[src/rtl/hazard_pkg.sv]
// hazard_pkg: shared constants and types for the pipeline hazard controller.
//   WB_*   : bit positions inside the 4-bit WBSrc code
//   FWD_*  : E-stage forwarding select encodings
//   hstate_t : hazard FSM state (RUN / MULT / MISS)
package hazard_pkg;
  localparam int WB_MEM  = 0;  // memory load
  localparam int WB_LO   = 1;  // mult LO
  localparam int WB_HI   = 2;  // mult HI
  localparam int WB_LINK = 3;  // PC+8 link

  localparam logic [1:0] FWD_RF = 2'b00;  // register file
  localparam logic [1:0] FWD_W  = 2'b01;  // ResultW
  localparam logic [1:0] FWD_M  = 2'b10;  // ALUMultOutM

  typedef enum logic [1:0] {RUN, MULT, MISS} hstate_t;
endpackage

[src/rtl/hazard_unit_if.sv]
// hazard_unit_if: datapath <-> hazard controller signal bundle.
//   master : datapath side (drives tags/enables/events, receives stalls/forwards)
//   slave  : hazard_unit side
interface hazard_unit_if;
  logic [1:0] branchD;
  logic [4:0] RsD, RtD, RsE, RtE;
  logic [4:0] WriteRegE, WriteRegM, WriteRegW;
  logic       RegWriteE, RegWriteM, RegWriteW;
  logic [3:0] WBSrcE, WBSrcM;
  logic       MultStartE, MultDoneE;
  logic       hitM;
  logic       stallF, stallD, stallE, stallM, stallW;
  logic       flushE;
  logic       forwardAD, forwardBD;
  logic [1:0] forwardAE, forwardBE;
  logic       miss_timeout;

  modport master (
    output branchD, RsD, RtD, RsE, RtE, WriteRegE, WriteRegM, WriteRegW,
           RegWriteE, RegWriteM, RegWriteW, WBSrcE, WBSrcM,
           MultStartE, MultDoneE, hitM,
    input  stallF, stallD, stallE, stallM, stallW, flushE,
           forwardAD, forwardBD, forwardAE, forwardBE, miss_timeout
  );

  modport slave (
    input  branchD, RsD, RtD, RsE, RtE, WriteRegE, WriteRegM, WriteRegW,
           RegWriteE, RegWriteM, RegWriteW, WBSrcE, WBSrcM,
           MultStartE, MultDoneE, hitM,
    output stallF, stallD, stallE, stallM, stallW, flushE,
           forwardAD, forwardBD, forwardAE, forwardBE, miss_timeout
  );
endinterface

[src/rtl/hazard_fwd_sel.sv]
// hazard_fwd_sel: E-stage forwarding select for one source register tag.
//   tag                  : source register tag in E
//   regWriteM/writeRegM  : M-stage writer
//   regWriteW/writeRegW  : W-stage writer
//   fwdSel               : FWD_M if M writes the tag, else FWD_W if W does, else FWD_RF
// $0 is never forwarded; M is younger so it wins over W.
module hazard_fwd_sel
  import hazard_pkg::*;
(
  input  logic [4:0] tag,
  input  logic       regWriteM,
  input  logic [4:0] writeRegM,
  input  logic       regWriteW,
  input  logic [4:0] writeRegW,
  output logic [1:0] fwdSel
);
  always_comb begin
    fwdSel = FWD_RF;
    if (tag != 5'd0 && regWriteM && tag == writeRegM)      fwdSel = FWD_M;
    else if (tag != 5'd0 && regWriteW && tag == writeRegW) fwdSel = FWD_W;
  end
endmodule

[src/rtl/hazard_unit.sv]
// hazard_unit: central hazard controller for the 5-stage MIPS pipeline.
//   clk, rst : clock, synchronous active-high reset
//   hz       : hazard_unit_if.slave (tags, enables, WBSrc, mult/cache events in;
//              stall lines, flushE, forwarding selects, miss_timeout out)
// Optional (HAZARD_PERF_EN): perf_stall_cnt / perf_flush_cnt / perf_miss_cnt,
// saturating cycle counters for stallF, flushE and time spent in MISS.
module hazard_unit
  import hazard_pkg::*;
#(
  parameter int MISS_MAX = 64,
  parameter int CNT_W    = 32
) (
  input  logic             clk,
  input  logic             rst,
  hazard_unit_if.slave     hz
`ifdef HAZARD_PERF_EN
  ,
  output logic [CNT_W-1:0] perf_stall_cnt,
  output logic [CNT_W-1:0] perf_flush_cnt,
  output logic [CNT_W-1:0] perf_miss_cnt
`endif
);
  localparam int MW = $clog2(MISS_MAX + 1);
  localparam logic [MW-1:0] MISS_LIM = MW'(MISS_MAX);

  hstate_t state, stateNxt;
  logic    multBusy, multBusyNxt;
  logic [MW-1:0] missCnt, missCntInc;
  logic    lwStall, branchStall, multStall, missStart;

  // E-stage forwarding: one comparator per source operand (0 = Rs, 1 = Rt)
  logic [1:0][4:0] srcE;
  logic [1:0][1:0] fwdE;
  assign srcE = {hz.RtE, hz.RsE};

  for (genvar i = 0; i < 2; i++) begin : gFwd
    hazard_fwd_sel uFwd (
      .tag      (srcE[i]),
      .regWriteM(hz.RegWriteM),
      .writeRegM(hz.WriteRegM),
      .regWriteW(hz.RegWriteW),
      .writeRegW(hz.WriteRegW),
      .fwdSel   (fwdE[i])
    );
  end

  assign hz.forwardAE = fwdE[0];
  assign hz.forwardBE = fwdE[1];
  assign hz.forwardAD = hz.RsD != 5'd0 && hz.RegWriteM && hz.RsD == hz.WriteRegM;
  assign hz.forwardBD = hz.RtD != 5'd0 && hz.RegWriteM && hz.RtD == hz.WriteRegM;

  // Stall causes
  assign lwStall = hz.WBSrcE[WB_MEM] && hz.WriteRegE != 5'd0 &&
                   (hz.RsD == hz.WriteRegE || hz.RtD == hz.WriteRegE);
  assign branchStall = hz.branchD != 2'b00 &&
    ((hz.RegWriteE      && (hz.WriteRegE == hz.RsD || hz.WriteRegE == hz.RtD)) ||
     (hz.WBSrcM[WB_MEM] && (hz.WriteRegM == hz.RsD || hz.WriteRegM == hz.RtD)));
  // Done is consumed the same cycle, so the dependent op is released on it
  assign multStall = multBusy && (hz.WBSrcE[WB_LO] || hz.WBSrcE[WB_HI]) && !hz.MultDoneE;
  assign missStart = hz.WBSrcM[WB_MEM] && !hz.hitM;

  // A new start in the same cycle as a done keeps the multiplier busy
  assign multBusyNxt = hz.MultStartE || (multBusy && !hz.MultDoneE);
  assign missCntInc  = (missCnt == MISS_LIM) ? missCnt : missCnt + 1'b1;

  // State register plus busy/miss bookkeeping
  always_ff @(posedge clk) begin
    if (rst) begin
      state           <= RUN;
      multBusy        <= 1'b0;
      missCnt         <= '0;
      hz.miss_timeout <= 1'b0;
    end else begin
      state    <= stateNxt;
      multBusy <= multBusyNxt;
      if (state == MISS) begin
        if (missCntInc == MISS_LIM) hz.miss_timeout <= 1'b1;
        missCnt <= (stateNxt == MISS) ? missCntInc : '0;
      end else begin
        missCnt <= '0;
      end
    end
  end

  // Next state
  always_comb begin
    stateNxt = state;
    unique case (state)
      RUN:  if (missStart) stateNxt = MISS;
            else if (hz.MultStartE) stateNxt = MULT;
      MULT: if (missStart) stateNxt = MISS;
            else if (!multBusyNxt) stateNxt = RUN;
      MISS: if (hz.hitM) stateNxt = multBusyNxt ? MULT : RUN;
      default: stateNxt = RUN;
    endcase
  end

  // Outputs: a miss freezes F..M while W drains
  always_comb begin
    hz.stallF = 1'b0;
    hz.stallD = 1'b0;
    hz.stallE = 1'b0;
    hz.stallM = 1'b0;
    hz.stallW = 1'b0;
    hz.flushE = 1'b0;
    if (state == MISS) begin
      hz.stallF = 1'b1;
      hz.stallD = 1'b1;
      hz.stallE = 1'b1;
      hz.stallM = 1'b1;
    end else begin
      hz.stallF = lwStall | branchStall | multStall;
      hz.stallD = lwStall | branchStall | multStall;
      hz.stallE = multStall;
      hz.flushE = (lwStall | branchStall) & !multStall;
    end
  end

`ifdef HAZARD_PERF_EN
  always_ff @(posedge clk) begin
    if (rst) begin
      perf_stall_cnt <= '0;
      perf_flush_cnt <= '0;
      perf_miss_cnt  <= '0;
    end else begin
      if (hz.stallF && perf_stall_cnt != '1) perf_stall_cnt <= perf_stall_cnt + 1'b1;
      if (hz.flushE && perf_flush_cnt != '1) perf_flush_cnt <= perf_flush_cnt + 1'b1;
      if (state == MISS && perf_miss_cnt != '1) perf_miss_cnt <= perf_miss_cnt + 1'b1;
    end
  end
`endif

  // Link bit and non-load M bits do not affect hazards
  logic unusedBits;
  assign unusedBits = ^{hz.WBSrcE[WB_LINK], hz.WBSrcM[3:1], (CNT_W > 0)};
endmodule

[src/flat_wrapper.sv]
// flat-port wrapper written by rule: the top's interface ports become plain ports
module hazard_unit_flat import hazard_pkg::*;
#(
  parameter int MISS_MAX = 64,
  parameter int CNT_W    = 32
)
  (clk, rst, hz_branchD, hz_RsD, hz_RtD, hz_RsE, hz_RtE, hz_WriteRegE, hz_WriteRegM, hz_WriteRegW, hz_RegWriteE, hz_RegWriteM, hz_RegWriteW, hz_WBSrcE, hz_WBSrcM, hz_MultStartE, hz_MultDoneE, hz_hitM, hz_stallF, hz_stallD, hz_stallE, hz_stallM, hz_stallW, hz_flushE, hz_forwardAD, hz_forwardBD, hz_forwardAE, hz_forwardBE, hz_miss_timeout);
  hazard_unit_if hz_i ();
  input  logic clk;
  input  logic rst;
  input wire logic [$bits(hz_i.branchD)-1:0] hz_branchD;
  input wire logic [$bits(hz_i.RsD)-1:0] hz_RsD;
  input wire logic [$bits(hz_i.RtD)-1:0] hz_RtD;
  input wire logic [$bits(hz_i.RsE)-1:0] hz_RsE;
  input wire logic [$bits(hz_i.RtE)-1:0] hz_RtE;
  input wire logic [$bits(hz_i.WriteRegE)-1:0] hz_WriteRegE;
  input wire logic [$bits(hz_i.WriteRegM)-1:0] hz_WriteRegM;
  input wire logic [$bits(hz_i.WriteRegW)-1:0] hz_WriteRegW;
  input wire logic [$bits(hz_i.RegWriteE)-1:0] hz_RegWriteE;
  input wire logic [$bits(hz_i.RegWriteM)-1:0] hz_RegWriteM;
  input wire logic [$bits(hz_i.RegWriteW)-1:0] hz_RegWriteW;
  input wire logic [$bits(hz_i.WBSrcE)-1:0] hz_WBSrcE;
  input wire logic [$bits(hz_i.WBSrcM)-1:0] hz_WBSrcM;
  input wire logic [$bits(hz_i.MultStartE)-1:0] hz_MultStartE;
  input wire logic [$bits(hz_i.MultDoneE)-1:0] hz_MultDoneE;
  input wire logic [$bits(hz_i.hitM)-1:0] hz_hitM;
  output wire logic [$bits(hz_i.stallF)-1:0] hz_stallF;
  output wire logic [$bits(hz_i.stallD)-1:0] hz_stallD;
  output wire logic [$bits(hz_i.stallE)-1:0] hz_stallE;
  output wire logic [$bits(hz_i.stallM)-1:0] hz_stallM;
  output wire logic [$bits(hz_i.stallW)-1:0] hz_stallW;
  output wire logic [$bits(hz_i.flushE)-1:0] hz_flushE;
  output wire logic [$bits(hz_i.forwardAD)-1:0] hz_forwardAD;
  output wire logic [$bits(hz_i.forwardBD)-1:0] hz_forwardBD;
  output wire logic [$bits(hz_i.forwardAE)-1:0] hz_forwardAE;
  output wire logic [$bits(hz_i.forwardBE)-1:0] hz_forwardBE;
  output wire logic [$bits(hz_i.miss_timeout)-1:0] hz_miss_timeout;
  assign hz_i.branchD = hz_branchD;
  assign hz_i.RsD = hz_RsD;
  assign hz_i.RtD = hz_RtD;
  assign hz_i.RsE = hz_RsE;
  assign hz_i.RtE = hz_RtE;
  assign hz_i.WriteRegE = hz_WriteRegE;
  assign hz_i.WriteRegM = hz_WriteRegM;
  assign hz_i.WriteRegW = hz_WriteRegW;
  assign hz_i.RegWriteE = hz_RegWriteE;
  assign hz_i.RegWriteM = hz_RegWriteM;
  assign hz_i.RegWriteW = hz_RegWriteW;
  assign hz_i.WBSrcE = hz_WBSrcE;
  assign hz_i.WBSrcM = hz_WBSrcM;
  assign hz_i.MultStartE = hz_MultStartE;
  assign hz_i.MultDoneE = hz_MultDoneE;
  assign hz_i.hitM = hz_hitM;
  assign hz_stallF = hz_i.stallF;
  assign hz_stallD = hz_i.stallD;
  assign hz_stallE = hz_i.stallE;
  assign hz_stallM = hz_i.stallM;
  assign hz_stallW = hz_i.stallW;
  assign hz_flushE = hz_i.flushE;
  assign hz_forwardAD = hz_i.forwardAD;
  assign hz_forwardBD = hz_i.forwardBD;
  assign hz_forwardAE = hz_i.forwardAE;
  assign hz_forwardBE = hz_i.forwardBE;
  assign hz_miss_timeout = hz_i.miss_timeout;
  hazard_unit #(.MISS_MAX(MISS_MAX), .CNT_W(CNT_W)) u_core (.clk(clk), .rst(rst), .hz(hz_i));
endmodule
[config.mk]
export PLATFORM = sky130hd
export DESIGN_NAME = hazard_unit_flat
export DESIGN_NICKNAME = d
export VERILOG_FILES = /design/src/rtl/hazard_pkg.sv /design/src/rtl/hazard_unit_if.sv /design/src/rtl/hazard_fwd_sel.sv /design/src/rtl/hazard_unit.sv /design/src/flat_wrapper.sv
export SDC_FILE = /design/constraint.sdc
export NUM_CORES = 1
export LEC_CHECK = 0
export BUFFER_PORTS_ARGS = -buffer_cell sky130_fd_sc_hd__buf_4
export CAP_MARGIN = 20
export CORE_ASPECT_RATIO = 1.4
export CORE_MARGIN = 4
export CORE_UTILIZATION = 48
export DETAILED_ROUTE_END_ITERATION = 8
export GPL_TIMING_DRIVEN = 1
export PLACE_DENSITY = 0.85
export SYNTH_ARGS = -nofsm -noshare
export SYNTH_HDL_FRONTEND = slang
export SYNTH_HIERARCHICAL = 1
export SYNTH_SLANG_ARGS = --single-unit
export TNS_END_PERCENT = 1
[constraint.sdc]
create_clock -name clk -period 2.5 [get_ports clk]
set_input_delay 0.5 -clock clk [delete_from_list [all_inputs] [get_ports clk]]
set_output_delay 0.5 -clock clk [all_outputs]
set_load 0.005 [all_outputs]
==> reports/results.ini <==
[worst_setup_path]
critPathArrivalTime_ps = 1770
rr_endpoint = u_core/hz.miss_timeout
r2r.worst_path.cells = 6
startpoint_type = input pin
r2r_slack_ps = 730
r2r_start = u_core/missCnt[0]
cp.required_ps = 2000
cp-endpoint = hz_stallF
worstPathMaxFanout = 3
critical_path_class = input pin to primary output
critPathLaunch = hz_WriteRegE[1]
worstSetupEndpointType = primary output

[global_routing]
grt_max_degree = 7
antenna_found_initial = 0
grt_pass1_wl_mm = 5.940
track_usage = 0.2279
grt.overflow.total = 0
grt_pass1_vias = 1504

[timing]
final.period_utilization = 0.9069
hold_violations = 0
relSlewSlack = 0.6676
slew_viol_final = 0
setup_viol = 0
worst_pin_slew_ps = 494.0
rsz0062_at_grt = false
fmax_ghz = 0.4411
setup_tns_ps = 0
fin_worst_skew_ps = 4.648
fin_crit_ps = 2267

[route]
drt_first_iter_violations = 20
drc = 0
vias = 1373
drtAntennaViolNets = 0
routedWlPerCell_um = 15.28
viasPerCell = 5.581
drt_first_pass_iters = 6
routed_wl_mm = 3.759

[final_layout]
multi_input_comb_area_um2 = 954.7
finish.instance_area_um2 = 1717
seq_area_um2 = 220.2
diodes = 0
layout_common_cells = 60 x buf_4, 31 x xor2_1, 13 x nor2_1, 13 x xnor2_1
fill_cells = 208
nets = 268
drive_above_1_share = 0.3160
area_growth_pct = 41.59
final_common_cell = buf_4
fin_util = 0.7101

[floorplan]
start_util = 0.5016
core_um2 = 2417
die_area_um2 = 3405
die_h_um = 67.47
dieWidth_um = 50.48
ios = 66
num_rows = 21

[placed_design]
place_area_um2 = 1690
dp_hpwl_mm = 3.322
io_buffers = 60
gp_congestion = 0.8747

[synth]
synthMuxAreaShare = 0.008256
synthSimpleGateAreaFrac = 0.2683
syn_nets = 205
yosysWarnings = 6
syn_inst = 150
synth_top_family_by_area = XOR/XNOR gates
syn_area_um2 = 1212
synth.avg_cell_area_um2 = 8.083
seq_area_frac_synth = 0.1816
synth-edff-count = 0
ys_ff_latch = 11
synth_xor_xnor_area_share = 0.3179
yosysUniqueCellTypes = 38
synth_compound_area_frac = 0.1692
synthAdderAreaFrac = 0.02064
synth-async-reset-ratio = 0
synth_top_flop_cell = dfxtp_1

[clock_tree]
numCtsBuffers = 3
cts_buffer_depth = 2
cts_setup_buffers = 0
postCtsResizedCells = 0
path_clk_slew_ps = 60
cts_hold_buf = 0
cts_tree = built
cts-root-buf = clkbuf_4
cts_sinks = 11
cts_max_level = 1
clk_latency_ps = 270

[run_status]
status = finished, final reports clean

[power]
p_leak_uw = 0.0007493
internal_power_uw = 350.4
vdd_drop_max_mv = 0.1656
switching_share = 0.3044
power_frac_clock = 0.238
pwr-share-seq = 0.359
power_density_nw_per_um2 = 293.5
p_comb_frac = 0.404
p_sw_uw = 153.3

[worst_hold_path]
worstHoldPathType = input pin to flip-flop
hp-start = hz_hitM

[flow_run]
drv_cap = 0

-- cells in the mapped netlist, types with 2 or more instances --
cell type  instances  area (um^2)
a2111oi_0          2        17.52
a21oi_1            4        20.02
a22oi_1            2        15.01
and2_1             2        12.51
and3b_1            2        17.52
buf_4              2        15.01
dfxtp_1           11        220.2
ha_1               2        25.02
inv_1              5        18.77
nand2_1            5        18.77
nand2b_1           2        12.51
nand3_1            3        15.01
nand4_1            3        18.77
nor2_1            13        48.80
nor2b_1            3        18.77
nor3_1            11        55.05
nor4_1             2        12.51
o211ai_1           3        22.52
o21a_1             3        22.52
o21ai_0            3        15.01
o21ai_1            2        10.01
or3_1              2        12.51
or4_1              6        45.04
xnor2_1           13        113.9
xor2_1            31        271.5
-- cells by family (layout without fill, tap and decap cells) --
kind of cell | Yosys count | count (layout)
buf+inv | 8 | 70
flops | 11 | 11
xor+xnor | 44 | 44
fa+ha+maj | 2 | 2
simple gates | 57 | 57
compound gates | 26 | 26
other cells | 1 | 1
mux | 1 | 1
-- final cells by class --
type,instances,share of cell area
clock buffers,4,0.01531
flip-flops and latches,11,0.1283
multi-input cells,131,0.5561
well taps,34,0.02478
repair buffers,60,0.2624
inverters,6,0.01312
-- registers in the layout, summed over array words and instances (netlist names) --
name and flops:
u_core/multBusy 1, u_core/hz.miss_timeout 1, u_core/state 2, u_core/missCnt 7
-- power by group through the flow --
stage / combinational, uW / clock, uW / sequential, uW
floorplan: 88.6 / 0 / 184
global placement: 192 / 0 / 184
detailed placement: 202 / 0 / 184
CTS: 203 / 126 / 180
global route: 221 / 131 / 181
finish: 203 / 120 / 181
-- layer usage --
metal	share of wire	up-vias	wire length [um]	global-route usage
li1	-	657	-	-
met1	0.30	640	1139	0.1680
met2	0.60	58	2243	0.4788
met3	0.048	18	179	0.03532
met4	0.053	0	198	0.2020
met5	0	-	0	0
-- per-stage QoR --
stage / hold slack (ps) / cells / power [uW] / setup slack, ps
finish: 421.2 / 246 / 503.8 / 232.9
global route: 405.0 / 246 / 532.6 / 165.9
CTS: 405.2 / 246 / 509.5 / 253.5
detailed placement: 551.7 / 242 / 386.6 / 257.3
global placement: 517.5 / 242 / 376.5 / 275.2
floorplan: 493.7 / 150 / 272.4 / 448.3
-- how the worst min path moves through the flow --
stage          slack, ps  depth (start not counted)                end
2_1_floorplan        490                          2  u_core/missCnt[5]
3_3_place_gp         520                          2  u_core/missCnt[5]
3_5_place_dp         550                          2  u_core/missCnt[5]
4_1_cts              410                          2    u_core/state[1]
5_1_grt              410                          2    u_core/state[1]
6_report             420                          2    u_core/state[1]
-- worst max-delay path, stage by stage --
cell and delay, ps:
buf_4 130, or4_1 520, o21a_1 230, nor2_1 120
o211ai_1 120, buf_4 170
Note: power is estimated with default switching activity, not from simulation.
